===== config.mk =====
export PLATFORM = sky130hd
export DESIGN_NAME = cfg_reg_arbiter
export DESIGN_NICKNAME = d
export VERILOG_FILES = /design/src/rtl/cfg_reg_arbiter.sv
export SDC_FILE = /design/constraint.sdc
export NUM_CORES = 1
export LEC_CHECK = 0
export CAP_MARGIN = 20
export CELL_PAD_IN_SITES_DETAIL_PLACEMENT = 0
export CELL_PAD_IN_SITES_GLOBAL_PLACEMENT = 1
export CORE_ASPECT_RATIO = 1.5
export CORE_MARGIN = 2
export CORE_UTILIZATION = 42
export DETAILED_ROUTE_END_ITERATION = 10
export PLACE_DENSITY_LB_ADDON = 0.1
export SYNTH_ARGS = -nofsm -noshare
export SYNTH_HDL_FRONTEND = slang
export SYNTH_SLANG_ARGS = --single-unit

===== constraint.sdc =====
create_clock -name clk -period 4.7 [get_ports clk]
set_clock_uncertainty 0.2 [all_clocks]
set_input_delay 0.94 -clock clk [delete_from_list [all_inputs] [get_ports clk]]
set_output_delay 0.94 -clock clk [all_outputs]
set_load 0.02 [all_outputs]

===== src/rtl/cfg_reg_arbiter.sv =====
// cfg_reg_arbiter: round-robin A/B write arbiter into a shadow config bank, committed atomically to reg_out (ports: clk, rst, a_/b_ req/addr/data/ack/err, reg_out, commit_done, busy)
module cfg_reg_arbiter #(
  parameter int                 NUM_REGS    = 5,
  parameter int                 ADDR_W      = 7,
  parameter int                 DATA_W      = 8,
  parameter logic [ADDR_W-1:0]  COMMIT_ADDR = 7'h7F
) (
  input  logic                         clk,
  input  logic                         rst,
  input  logic                         a_req,
  input  logic [ADDR_W-1:0]            a_addr,
  input  logic [DATA_W-1:0]            a_data,
  output logic                         a_ack,
  output logic                         a_err,
  input  logic                         b_req,
  input  logic [ADDR_W-1:0]            b_addr,
  input  logic [DATA_W-1:0]            b_data,
  output logic                         b_ack,
  output logic                         b_err,
  output logic [NUM_REGS*DATA_W-1:0]   reg_out,
  output logic                         commit_done,
  output logic                         busy
);
  typedef enum logic [1:0] {IDLE, WRITE, COMMIT} state_t;
  state_t                       state, state_nx;
  logic                         sel_b, rr_last_b, pick_b, in_rng, is_commit, ok, bad;
  logic [ADDR_W-1:0]            addr_q;
  logic [DATA_W-1:0]            data_q;
  logic [NUM_REGS*DATA_W-1:0]   shadow;
  assign pick_b    = b_req & (~a_req | ~rr_last_b);
  assign in_rng    = addr_q < ADDR_W'(NUM_REGS);
  assign is_commit = addr_q == COMMIT_ADDR;
  always_comb begin
    state_nx    = state == IDLE ? ((a_req | b_req) ? WRITE : IDLE)
                : (state == WRITE && is_commit) ? COMMIT : IDLE;
    ok          = state == WRITE && (in_rng || is_commit);
    bad         = state == WRITE && !(in_rng || is_commit);
    a_ack       = ok & ~sel_b;
    b_ack       = ok & sel_b;
    a_err       = bad & ~sel_b;
    b_err       = bad & sel_b;
    commit_done = state == COMMIT;
    busy        = state != IDLE;
  end
  always_ff @(posedge clk or posedge rst) begin
    if (rst) begin
      state     <= IDLE;
      sel_b     <= 1'b0;
      rr_last_b <= 1'b1;
      addr_q    <= '0;
      data_q    <= '0;
      shadow    <= '0;
      reg_out   <= '0;
    end else begin
      state <= state_nx;
      if (state == IDLE && (a_req | b_req)) begin
        sel_b  <= pick_b;
        addr_q <= pick_b ? b_addr : a_addr;
        data_q <= pick_b ? b_data : a_data;
      end
      if (state == WRITE) begin
        rr_last_b <= sel_b;
        for (int k = 0; k < NUM_REGS; k++)
          if (addr_q == ADDR_W'(k)) shadow[k*DATA_W +: DATA_W] <= data_q;
      end
      if (state == COMMIT) reg_out <= shadow;
    end
  end
endmodule


## Word-level counts from Yosys, hierarchy flattened

Cells that the tools add are included.

- Order comparisons: 1
- Equal/unequal tests: 7
- Muxes and demuxes: 5
- Bitwise logic cells: 10
- Reduce and logical (&&, ||, !) cells: 14

Operators with widths:

| kind | count |
|---|---|
| 7-bit by 2-bit equality test with 1-bit output, second input constant | 2 |
| 2-bit AND reduction | 5 |
| 8-bit two-way mux | 1 |
| 7-bit by 1-bit equality test with 1-bit output, second input constant | 1 |
| 7-bit by 3-bit equality test with 1-bit output, second input constant | 1 |
| 7-bit equality test, second input constant | 1 |
| 7-bit logical NOT | 1 |
| 7-bit by 3-bit less-than comparator with 1-bit output, second input constant | 1 |
| 7-bit two-way mux | 1 |
| 1-bit AND | 5 |
| 1-bit logical AND | 4 |
| 2-bit two-way mux | 2 |
| 1-bit inverter | 3 |
| 2-bit by 1-bit equality test with 1-bit output, second input constant | 1 |
| 2-bit equality test, second input constant | 1 |
| 2-bit logical NOT | 1 |
| 1-bit bitwise OR | 2 |
| 2-bit nonzero test | 1 |
| 1-bit logical NOT | 1 |
| 1-bit logical OR | 1 |
| 1-bit two-way mux | 1 |

- Flip-flop bits (word level): 99
- Input port bits: 34

## Longest topological paths before layout

Gate-level depths: netlist of run 1.

- Word-level depth: 5
- Depth in mapped cells: 5
- Gate-level depth less buffers: 3

## Worst setup path after synthesis of run 1

No wires, ideal clock.

- Path type: input to register
- Start point: in b_req
- End point: reg addr_q[0]
- Setup time: 125 ps
- Arrival time: 2,218 ps
- Setup slack: 2,157 ps
- Stages on the path: 4
- Cells stage by stage: a21boi_1 buf_2 mux2_2 mux2_2

- Word-level cells in the longest chain between the ends: 2
- Elaborated cells on any way between the ends: 4
- Those cells by class: mux (1); bitwise (2); reduce/logical (1)

Ends and longest elaborated chain:

| what | RTL line | RTL |
|---|---|---|
| from (decl) | 15 | `input logic b_req,` |
| 1-bit AND or 1-bit bitwise OR (tied branches) | 30, 56 |  |
| 7-bit two-way mux or 1-bit logical AND (tied branches) | 58, 56 |  |
| to (signal assigned) | 58 | `addr_q <= pick_b ? b_addr : a_addr;` |
| to (decl) | 27 | `logic [ADDR_W-1:0] addr_q;` |

Parallel ways exist; a longest one is shown, timed or not.
A chain may end at the register's enable or synchronous reset.

## Worst setup path in the final report of run 1

- Start point: reg addr_q[3]
- End point: out b_ack

- Word-level cells in the longest chain between the ends: 4
- Elaborated cells on any way between the ends: 5
- Those cells by class: order compare (1); eq/ne (1); bitwise (1); reduce/logical (2)

Ends and longest elaborated chain:

| what | RTL line | RTL |
|---|---|---|
| 7-bit by 3-bit less-than comparator with 1-bit output or 7-bit equality test (tied branches) | 31, 32 |  |
| 1-bit logical OR (*) | 36 | `ok = state == WRITE && (in_rng \|\| is_commit);` |
| 1-bit logical AND (*) | 36 |  |
| 1-bit AND (*) | 39 | `b_ack = ok & sel_b;` |
| to (decl) | 18 | `output logic b_ack,` |

Every way passes the cells marked *; elsewhere a longest branch is shown, timed or not.

==> results of run 1 <==
==> synthesized netlist by cell type, drive strengths merged <==
cell type / instances
nor3b: 1
and2: 1
and4: 2
nor3: 2
nand4b: 2
dfstp: 1
nand2: 6
dfrtp: 98
nor2b: 1
inv: 4
nor4: 1
buf: 4
mux2: 110
o21a: 1
nand2b: 2
nand4: 3
nor2: 3
clkbuf: 6
a21boi: 1
nand3: 1
o21ai: 2
a21oi: 2
==> power breakdown <==
| part | total [mW] | switching (mW) | leakage, nW | internal, mW |
|---|---|---|---|---|
| Combinational | 0.331 | 0.125 | 1.03 | 0.207 |
| Sequential | 1.15 | 0.132 | 1.33 | 1.02 |
| Clock | 0.861 | 0.298 | 0.179 | 0.563 |
| Total | 2.34 | 0.555 | 2.54 | 1.78 |
==> layer usage <==
metal,vias to the layer above,part of all wire (%),global-route usage (%)
met5,-,0,0
met4,0,1.2,5.948
met3,7,4.9,4.206
met2,62,50,27.30
met1,1137,44,20.12
li1,1073,-,-
==> stage by stage <==
step / worst slack, ns / instances / hold WS (ns) / util, % / instance area [µm²]
floorplan: 0.9712 / 254 / 0.2391 / - / 4000
global placement: 1.704 / 438 / 0.2517 / 53.14 / 4917
detailed placement: 1.672 / 438 / 0.2567 / 53.14 / 4917
CTS: 1.287 / 454 / 0.2691 / 57.04 / 5279
global route: 1.176 / 455 / 0.2944 / 57.34 / 5306
finish: 1.321 / 455 / 0.2649 / 57.34 / 5306
==> cell type report <==
| cell class | count | area (µm²) |
|---|---|---|
| Fill cell | 770 | 3948 |
| Clock buffer | 12 | 266.5 |
| Tap cell | 112 | 140.1 |
| Clock inverter | 4 | 95.09 |
| Inverter | 4 | 17.52 |
| Sequential cell | 99 | 2479 |
| Multi-Input combinational cell | 141 | 1468 |
| Timing Repair Buffer | 83 | 840.8 |
==> how the worst max path moves through the flow <==
stage	end	slack (ns)	cells after the start
after floorplan	addr_q[0]	0.97	1
after global placement	b_ack	1.70	4
after detailed placement	b_ack	1.67	4
after CTS	b_ack	1.29	4
after global routing	b_ack	1.18	4
final	b_ack	1.32	4
==> critical path, stage by stage, from the launching register on <==
cell	delay, ns
dfrtp_1	0.44
nor4_4	0.54
nand2_1	0.13
a21oi_1	0.18
clkdlybuf4s50_1	0.62
==> cell families (layout without fill, tap and decap cells) <==
family,Yosys count,after routing
buffers and inverters,14,103
AO/OA/AOI/OAI,6,6
multiplexers,110,110
flip-flops,99,99
AND/OR/NAND/NOR,25,25
==> flip-flops by register name (all words and copies together), names as in the netlist <==
| register | flops |
|---|---|
| reg_out | 40 |
| rr_last_b | 1 |
| addr_q | 7 |
| shadow | 40 |
| data_q | 8 |
| sel_b | 1 |
| state | 2 |
==> placed cells by master, fill, tap and decap left out, drive strengths merged <==
| master | instances |
|---|---|
| a21boi | 1 |
| nor2b | 1 |
| clkinv | 1 |
| nand2b | 2 |
| inv | 4 |
| nand3 | 1 |
| nor3 | 2 |
| clkbuf | 12 |
| nor3b | 1 |
| o21ai | 2 |
| and4 | 2 |
| dfrtp | 98 |
| nand2 | 6 |
| nor2 | 3 |
| buf | 4 |
| bufinv | 3 |
| clkdlybuf4s50 | 79 |
| dfstp | 1 |
| nand4 | 3 |
| nor4 | 1 |
| o21a | 1 |
| nand4b | 2 |
| a21oi | 2 |
| mux2 | 110 |
| and2 | 1 |
==> qor.csv, run 1 <==
stage;metric;value;unit
outcome;status;complete, no violations;
floorplanning;die area;10340;µm²
drt;ANT nets after route;0;
drt;Initial DRC Count;97;
cells_and_area;ANT cells;0;
power_and_ir_drop;Leak;2.537;nW
setup_path;Reg2Reg Depth;3;
clock_network;CTS tree;done;
synthesis;ranking of synthesized cells by area;dfrtp_1 61%, mux2_2 31%, nand4b_2 0.75%, dfstp_2 0.66%, nand4_2 0.63%;
clock_network;worst skew pair latency;0.33;ns
min_path;worst hold start;rr_last_b;
drt;vias per cell;5.009;
synthesis;Syn Area/Cell;15.75;µm²
clock_network;post-CTS resize count;0;
drt;Initial DRT Pass Iterations;4;
min_path;Hold Path Stages;2;
setup_path;crit path kind;reg2out;
power_and_ir_drop;PD cells;440.9;nW/µm²
synthesis;Simple-Gate Fraction of Synth Area;4.786;%
grt;antenna violations before repair;0;
synthesis;Post-Syn Instances;254;
clock_network;Hold-fix buffers, CTS;0;
setup_path;CP Capture Type;output pin;
placement;RD Place Congestion;0.7454;
sta;crit path time final;3.379;ns
job;Max Cap Viol;0;
setup_path;CP required;3.56;ns
synthesis;FF+latch count, synth;99;
setup_path;Crit. Startpoint;addr_q[3];
clock_network;clock sink count;99;
synthesis;Distinct cells, synth;24;
cells_and_area;Final nets;372;
placement;Port Buf Inserts;79;
setup_path;flop2flop setup slack;2.55;ns
setup_path;critical path data arrival time;2.24;ns
setup_path;CP startpoint kind;flip-flop;
sta;final hold vios;0;
min_path;worst min path class;reg2reg;
cells_and_area;Syn-to-layout area delta;32.66;%
grt;total congestion overflow;0;
synthesis;mapped cell area;4000;µm²
floorplanning;row cnt;43;
setup_path;Worst Path Max Fanout;7;
floorplanning;io pins;80;
grt;vias in the first global route;2452;
synthesis;Synth Area in XOR/XNOR;0;%
synthesis;post-synthesis compound-gate area fraction;0.8758;%
cells_and_area;share of cells above drive strength 1;40.82;%
drt;residual DRC count;0;
synthesis;syn nets;288;
drt;Via Count;2279;
drt;drt wl/cell;17.25;µm
floorplanning;Core Area;9254;µm²
clock_network;Worst-path clk slew;0.06;ns
clock_network;clk root buf;clkbuf_16;
setup_path;reg-to-reg critical path startpoint;addr_q[3];
sta;max-slew violation count;0;
power_and_ir_drop;total power;2.339;mW
floorplanning;starting density of the core;43.23;%
synthesis;area share of fa/ha/maj cells after synthesis;0;%
power_and_ir_drop;Worst VDD drop;0.2399;mV
sta;unrepaired setup endpoints after global routing;no;
min_path;Hold EP;rr_last_b;
clock_network;CTS max path bufs;2;
synthesis;Synth top area share;61.31;%
sta;worst-margin pin slew;0.7839;ns
grt;all-layer global routing usage;16.16;%
sta;Final Cycle Share;71.89;%
setup_path;Reg-to-Reg End;shadow[36];
floorplanning;die height;123.5;µm
synthesis;Yosys top cell by area;dfrtp_1;
clock_network;htree depth;3;
synthesis;post-synthesis sequential area ratio;61.96;%
clock_network;CTS Buf Count;9;
drt;total wire length;7849;µm
synthesis;multiplexer area fraction after synthesis;30.97;%
synthesis;YS warnings;0;
sta;setup tns final;0;ns
synthesis;largest family of logic cells by synthesized area;multiplexers;
placement;hpwl dp;5222;µm
sta;Relative slew margins;47.74;%
sta;fmax;296.0;MHz
grt;largest net degree at the start of global routing;91;
sta;Final setup viols;0;
floorplanning;die width;83.68;µm
grt;first-pass GRT wire length;12770;µm
clock_network;Setup Buffers After CTS;0;
No activity file was read; power rests on OpenSTA's default activity.
==> run 2, diff against run 1 <==
clock period = 3.12 ns   (was 4.7 ns; I/O delays follow)
==> run 2 against run 1 <==
Net effect: die area unchanged; sequential power increased by 50%; total power increased by 40%; core utilization decreased by 0.84 points; worst setup slack got worse by 1.1 ns; via count increased by 1.8%; combinational power increased by 51%; largest cell class unchanged; largest power group unchanged.
==> qor.csv, run 2 (synthesized netlist as in run 1, its figures left out) <==
stage;metric;value;unit
drt;Initial DRC Count;97;
setup_path;critical path data arrival time;2.05;ns
placement;RD Place Congestion;0.7018;
clock_network;htree depth;3;
cells_and_area;Regs by FF count;reg_out: 40 flops, shadow: 40 flops, data_q: 8 flops;
clock_network;CTS max path bufs;2;
grt;total congestion overflow;0;
power_and_ir_drop;Psw;0.8191;mW
grt;all-layer global routing usage;16.22;%
placement;dpl ws;0.6019;ns
drt;ANT nets after route;0;
clock_network;CTS tree;done;
setup_path;Worst Path Max Fanout;7;
clock_network;Hold-fix buffers, CTS;0;
setup_path;Reg-to-Reg End;shadow[35];
power_and_ir_drop;Sequential Power Share;52.7;%
floorplanning;io pins;80;
clock_network;Worst-path clk slew;0.06;ns
sta;worst-margin pin slew;0.5408;ns
clock_network;post-CTS resize count;0;
power_and_ir_drop;Logic pwr share;15.3;%
grt;antenna violations before repair;0;
floorplanning;die height;123.5;µm
sta;unrepaired setup endpoints after global routing;no;
min_path;worst hold start;rr_last_b;
sta;max-slew violation count;0;
drt;residual DRC count;0;
drt;drt wl/cell;17.25;µm
drt;Via Count;2321;
cells_and_area;share of cells above drive strength 1;40.82;%
power_and_ir_drop;PD cells;625.9;nW/µm²
floorplanning;die area;10340;µm²
cells_and_area;most frequent cells in the layout;110 x mux2_2, 98 x dfrtp_1, 79 x clkdlybuf4s50_1;
min_path;Hold EP;rr_last_b;
drt;total wire length;7849;µm
setup_path;Reg2Reg Depth;4;
setup_path;crit path kind;reg2out;
floorplanning;Core Area;9254;µm²
sta;Relative slew margins;63.95;%
sta;Final setup viols;0;
setup_path;CP Capture Type;output pin;
power_and_ir_drop;Power Internal;2.453;mW
clock_network;CTS Buf Count;9;
sta;final hold vios;0;
grt;vias in the first global route;2350;
setup_path;reg-to-reg critical path startpoint;addr_q[3];
job;Max Cap Viol;0;
drt;Initial DRT Pass Iterations;4;
min_path;worst min path class;reg2reg;
setup_path;CP startpoint kind;flip-flop;
power_and_ir_drop;Clock power frac;32.0;%
floorplanning;row cnt;43;
clock_network;clk root buf;clkbuf_16;
sta;fmax;348.1;MHz
sta;Setup WS post-layout;0.2474;ns
floorplanning;starting density of the core;43.23;%
clock_network;Setup Buffers After CTS;0;
placement;Port Buf Inserts;79;
power_and_ir_drop;Leak;2.497;nW
setup_path;flop2flop setup slack;1.12;ns
sta;crit path time final;2.873;ns
sta;Final Cycle Share;92.07;%
floorplanning;die width;83.68;µm
min_path;Hold Path Stages;2;
cells_and_area;ANT cells;0;
setup_path;CP required;2.30;ns
clock_network;worst skew pair latency;0.33;ns
grt;largest net degree at the start of global routing;100;
outcome;status;complete, no violations;
cells_and_area;Syn-to-layout area delta;30.72;%
power_and_ir_drop;Worst VDD drop;0.3077;mV
drt;vias per cell;5.101;
cells_and_area;Final nets;373;
placement;hpwl dp;5294;µm
sta;setup tns final;0;ns
sta;Fin Hold WS;0.2715;ns
clock_network;clock sink count;99;
power_and_ir_drop;Switching Fraction;25.03;%
cells_and_area;leading cell type in the layout, fill and taps excluded;mux2_2;
grt;first-pass GRT wire length;12600;µm
[run 2: changes by cell type in the layout (fill, tap and decap cells not counted)]
cell | before | now
buf_12 | 0 | 1
clkinvlp_4 | 0 | 2
clkinv_2 | 1 | 4
buf_4 | 3 | 4
buf_16 | 1 | 0
bufinv_16 | 3 | 1
clkbuf_8 | 3 | 0
inv_4 | 1 | 0
[run 2: critical path, cell delays in order, from the launching register on]
cell and delay [ns]:
dfrtp_1 0.46, and4_1 0.22, and4_1 0.21, nor3_1 0.20
clkdlybuf4s50_1 0.64
[run 2: worst max path at each step]
stage	start	to	slack [ns]	cells past startpoint
after floorplan	b_req	addr_q[0]	0.89	4
after global placement	b_req	addr_q[4]	0.63	5
after detailed placement	addr_q[1]	b_err	0.60	4
after CTS	addr_q[1]	b_err	0.23	4
after global routing	addr_q[1]	a_ack	0.12	4
final	addr_q[1]	b_err	0.25	4
[run 2: per-layer routing]
metal  global-route usage [%]  share of wire (%)
met1                    20.00                 43
met2                    27.10                 51
met3                    3.872                4.6
met4                    7.560                1.6
met5                        0                  0
[run 2: per-stage QoR]
step           cells  power [mW]  cell area, µm²  utilization, %
2_1_floorplan    254       2.036            4004               -
3_5_place_dp     440       2.261            4946           53.45
6_report         455       3.273            5229           56.50
3_3_place_gp     440       2.245            4946           53.45
5_1_grt          455       3.444            5229           56.50
4_1_cts          455       3.324            5229           56.50
[run 2: area by class of cell]
type	instances	area (µm²)
fill	800	4025
multi-input combinational	141	1468
clock inverter	6	57.56
clock buffer	9	225.2
inverter	4	18.77
tap	112	140.1
sequential	99	2479
timing repair buffer	84	840.8
[run 2: power by group through the flow]
stage	clock network, mW	registers [mW]	logic, mW
after floorplan	0	1.68	0.356
after global placement	0	1.75	0.498
after detailed placement	0	1.75	0.507
after CTS	1.08	1.73	0.510
after global routing	1.13	1.76	0.547
final	1.05	1.72	0.501
==> run 3, diff against run 2 <==
PLACE_DENSITY = 0.87   (was not set)
PLACE_DENSITY_LB_ADDON = not set   (was 0.1)
==> run 3 against run 2 <==
Net effect: clock-buffer cell count is 3 higher; register-to-register slack better by 0.04 ns; die area unchanged; via count decreased by 0.13%; combinational power barely moved; fmax down 1.2%; global-route usage is 0.57 points higher; flip-flop and latch count did not move; critical path type unchanged.
==> qor.csv, run 3 (synthesized netlist as in run 1, its figures left out) <==
stage;metric;value;unit
drt;total wire length;7980;µm
power_and_ir_drop;PD cells;648.3;nW/µm²
sta;setup tns final;0;ns
clock_network;htree depth;3;
floorplanning;starting density of the core;43.23;%
clock_network;worst skew pair latency;0.34;ns
placement;Port Buf Inserts;79;
drt;Initial DRT Pass Iterations;4;
floorplanning;die width;83.68;µm
grt;vias in the first global route;2487;
sta;unrepaired setup endpoints after global routing;no;
sta;Final Cycle Share;93.23;%
sta;Fin Hold WS;0.2734;ns
placement;dpl ws;0.5729;ns
clock_network;clock sink count;99;
clock_network;CTS max path bufs;2;
floorplanning;Core Area;9254;µm²
setup_path;critical path data arrival time;2.08;ns
clock_network;post-CTS resize count;0;
clock_network;Worst-path clk slew;0.06;ns
setup_path;Worst Path Max Fanout;7;
grt;largest net degree at the start of global routing;59;
setup_path;flop2flop setup slack;1.16;ns
cells_and_area;Filler cells;755;
clock_network;Hold-fix buffers, CTS;0;
power_and_ir_drop;total power;3.425;mW
grt;all-layer global routing usage;16.80;%
cells_and_area;ANT cells;0;
power_and_ir_drop;Worst VDD drop;0.3357;mV
grt;antenna violations before repair;0;
power_and_ir_drop;Leak;2.519;nW
sta;Final setup viols;0;
cells_and_area;most frequent cells in the layout;110 x mux2_2, 98 x dfrtp_1, 79 x clkdlybuf4s50_1;
drt;residual DRC count;0;
clock_network;clk root buf;clkbuf_16;
clock_network;CTS tree;done;
setup_path;CP required;2.30;ns
sta;max-slew violation count;0;
drt;ANT nets after route;0;
min_path;worst min path class;reg2reg;
sta;Setup WS post-layout;0.2112;ns
sta;worst-margin pin slew;0.5148;ns
cells_and_area;area of the multi-input gates;1468;µm²
floorplanning;die height;123.5;µm
setup_path;crit path kind;reg2out;
drt;vias per cell;5.072;
grt;total congestion overflow;0;
cells_and_area;Syn-to-layout area delta;32.06;%
floorplanning;row cnt;43;
drt;Initial DRC Count;88;
drt;Via Count;2318;
cells_and_area;Regs by FF count;reg_out: 40 flops, shadow: 40 flops, data_q: 8 flops;
cells_and_area;share of cells above drive strength 1;40.87;%
grt;first-pass GRT wire length;12960;µm
job;Max Cap Viol;0;
cells_and_area;Final nets;374;
drt;drt wl/cell;17.46;µm
floorplanning;io pins;80;
sta;final hold vios;0;
setup_path;CP Capture Type;output pin;
outcome;status;complete, no violations;
placement;RD Place Congestion;0.7043;
sta;fmax;343.8;MHz
setup_path;CP startpoint kind;flip-flop;
cells_and_area;FF/Latch Area;2479;µm²
clock_network;Setup Buffers After CTS;0;
floorplanning;die area;10340;µm²
sta;Relative slew margins;65.68;%
sta;crit path time final;2.909;ns
clock_network;CTS Buf Count;9;
placement;hpwl dp;5599;µm
cells_and_area;leading cell type in the layout, fill and taps excluded;mux2_2;
[run 3: per-stage QoR]
step	cells	cell area (µm²)	util [%]
after global routing	457	5283	57.08
after global placement	441	4954	53.53
after floorplan	254	4004	-
final	457	5283	57.08
after CTS	457	5283	57.08
after detailed placement	441	4954	53.53
[run 3: metal layers]
layer  vias to the layer above  share of wire (%)  track usage, %
met5                         -                  0               0
met4                         0                3.0           8.367
met3                        12                3.9           4.806
met2                        58                 51           27.70
met1                      1170                 42           20.26
li1                       1078                  -               -
[run 3: critical path, cell delays in order, from the launching register on]
cell and delay [ns]:
dfrtp_1 0.43, nor4_4 0.28, buf_4 0.20, nand2_1 0.07
a21oi_1 0.15, clkdlybuf4s50_1 0.62
[run 3: power by group]
part           switching (mW)  internal [mW]
Combinational           0.189          0.314
Sequential              0.200           1.53
Clock                   0.446          0.745
Total                   0.836           2.59
[run 3: final timing paths]
kind | end | cells after the start | from
setup / recovery | b_ack | 5 | addr_q[3]
hold / removal | rr_last_b | 2 | rr_last_b
setup reg to reg | shadow[34] | 4 | addr_q[3]
hold reg to reg | rr_last_b | 2 | rr_last_b
max in group asynchronous | reg_out[22] | 3 | rst
min in group asynchronous | reg_out[39] | 2 | rst
[run 3: layout make-up]
class	count	area share, %
multi-input combinational	141	27.78
inverter	4	0.3553
tap	112	2.653
sequential	99	46.92
timing repair buffer	85	16.06
clock buffer	12	4.856
clock inverter	4	1.374
==> edit (settings of run 1) <==
`DATA_W`: 8 -> 7.
--- a/src/rtl/cfg_reg_arbiter.sv
+++ b/src/rtl/cfg_reg_arbiter.sv
@@ -2,7 +2,7 @@
 module cfg_reg_arbiter #(
   parameter int                 NUM_REGS    = 5,
   parameter int                 ADDR_W      = 7,
-  parameter int                 DATA_W      = 8,
+  parameter int                 DATA_W      = 7,
   parameter logic [ADDR_W-1:0]  COMMIT_ADDR = 7'h7F
 ) (
   input  logic                         clk,
Interface: changed (resized a_data, b_data and reg_out); port bits go from 80 to 73. The function was not compared with the original's and may differ.
==> edit against run 1 <==
- final area is 11% lower
- synthesized area down 10%
- synthesized cell count shrank 11%
- clock power decreased by 21%
- first-iteration DRC count down 16%
- combinational power down 6.9%
- sequential cell count is 11 lower
- wire length is 11% lower
- setup slack better by 0.024 ns
- utilization shrank 0.97 points
- die area fell by 9.9%
- power is 14% lower
- via count is 8.1% lower
==> edit: results (changes against run 1) <==
Fillers - 698 (was 770)
Vias - 2095 (was 2279)
Top cells by area, synth - dfrtp_1, mux2_2, nand4b_2 (unchanged)
GR Util met1 - 0.194 (was 0.201)
Compound-gate portion of the synthesized area - 0.00628 (was 0.00876)
Largest net degree at the start of global routing - 38 (was 91)
WL/cell - 16.7 um (was 17.3 um)
Layout cells sized above 1 - 0.410 (was 0.408)
Diodes inserted - 0 (unchanged)
VDD IR-drop max - 200 uV (was 240 uV)
GRT Overall Usage - 0.166 (was 0.162)
Top Registers - reg_out (35), shadow (35) (was reg_out (40), shadow (40), data_q (8))
Pre-CTS setup slack - 1.71 ns (was 1.67 ns)
Met3 Track Usage GR - 0.0391 (was 0.0421)
RePlAce Congestion - 0.785 (was 0.745)
Sequential share of the synthesized area - 0.614 (was 0.620)
M2 GR Usage - 0.279 (was 0.273)
Input/output buffers - 72 (was 79)
Status - finished, final reports clean (unchanged)
Dpl hpwl - 4900 um (was 5220 um)
Static leakage power - 2.24 nW (was 2.54 nW)
Skew-Pair Late Insertion Delay - 0.33 ns (about the same)
Post-Syn Nets - 259 (was 288)
Slew HR - 0.396 (was 0.477)
Synth cell count leaders - mux2_2, dfrtp_1, buf_2, nand2_1 (was mux2_2, dfrtp_1, clkbuf_1, nand2_1, inv_1)
Post-synthesis mux area share - 0.311 (was 0.310)
Initial DRC Count - 81 (was 97)
Total Nets Final - 337 (was 372)
Unique masters post-synth - 25 (was 24)
edit: power by group:
group / leakage (nW) / switching [mW] / internal (mW)
clock: 0.140 / 0.269 / 0.409
combinational: 0.920 / 0.116 / 0.192
sequential: 1.18 / 0.122 / 0.907
total: 2.24 / 0.507 / 1.51
edit: worst max-delay path, cell delays in order (launching register included):
cell and delay [ns]:
dfrtp_1 0.42, nor4_4 0.53, nand2_1 0.14, a21oi_1 0.18
clkdlybuf4s50_1 0.62
edit: logic make-up (layout without fill, tap and decap cells):
| logic type | after synthesis | after routing |
|---|---|---|
| buf+inv | 10 | 93 |
| mux | 99 | 99 |
| compound gates | 4 | 4 |
| flops | 88 | 88 |
| simple gates | 26 | 26 |
edit: final cells by class:
cell class,count,area share
Clock buffer,12,0.0502
Timing Repair Buffer,75,0.158
Multi-Input combinational cell,129,0.285
Sequential cell,88,0.467
Inverter,2,0.00186
Clock inverter,4,0.00956
Tap cell,107,0.0284
edit: final timing paths:
check / from / to / slack (ns) / cells after the start
max: addr_q[3] / b_ack / 1.35 / 4
min: rr_last_b / rr_last_b / 0.26 / 2
max reg2reg: state[1] / addr_q[1] / 2.55 / 3
min reg2reg: rr_last_b / rr_last_b / 0.26 / 2
max in group asynchronous: rst / shadow[4] / 2.67 / 3
min in group asynchronous: rst / reg_out[14] / 0.77 / 2
edit: layer usage:
metal / vias to the layer above / wire length, um
met1: 1050 / 2800
li1: 976 / -
met3: 13 / 295
met4: 0 / 169
met2: 56 / 3690
met5: - / 0
edit: through the flow:
stage	total power, mW	instance area [um^2]	hold slack [ns]	cells
detailed placement	1.36	4430	0.254	401
finish	2.02	4710	0.262	417
CTS	2.05	4710	0.264	417
global route	2.13	4710	0.311	417
floorplan	1.22	3590	0.239	227
global placement	1.35	4430	0.255	401
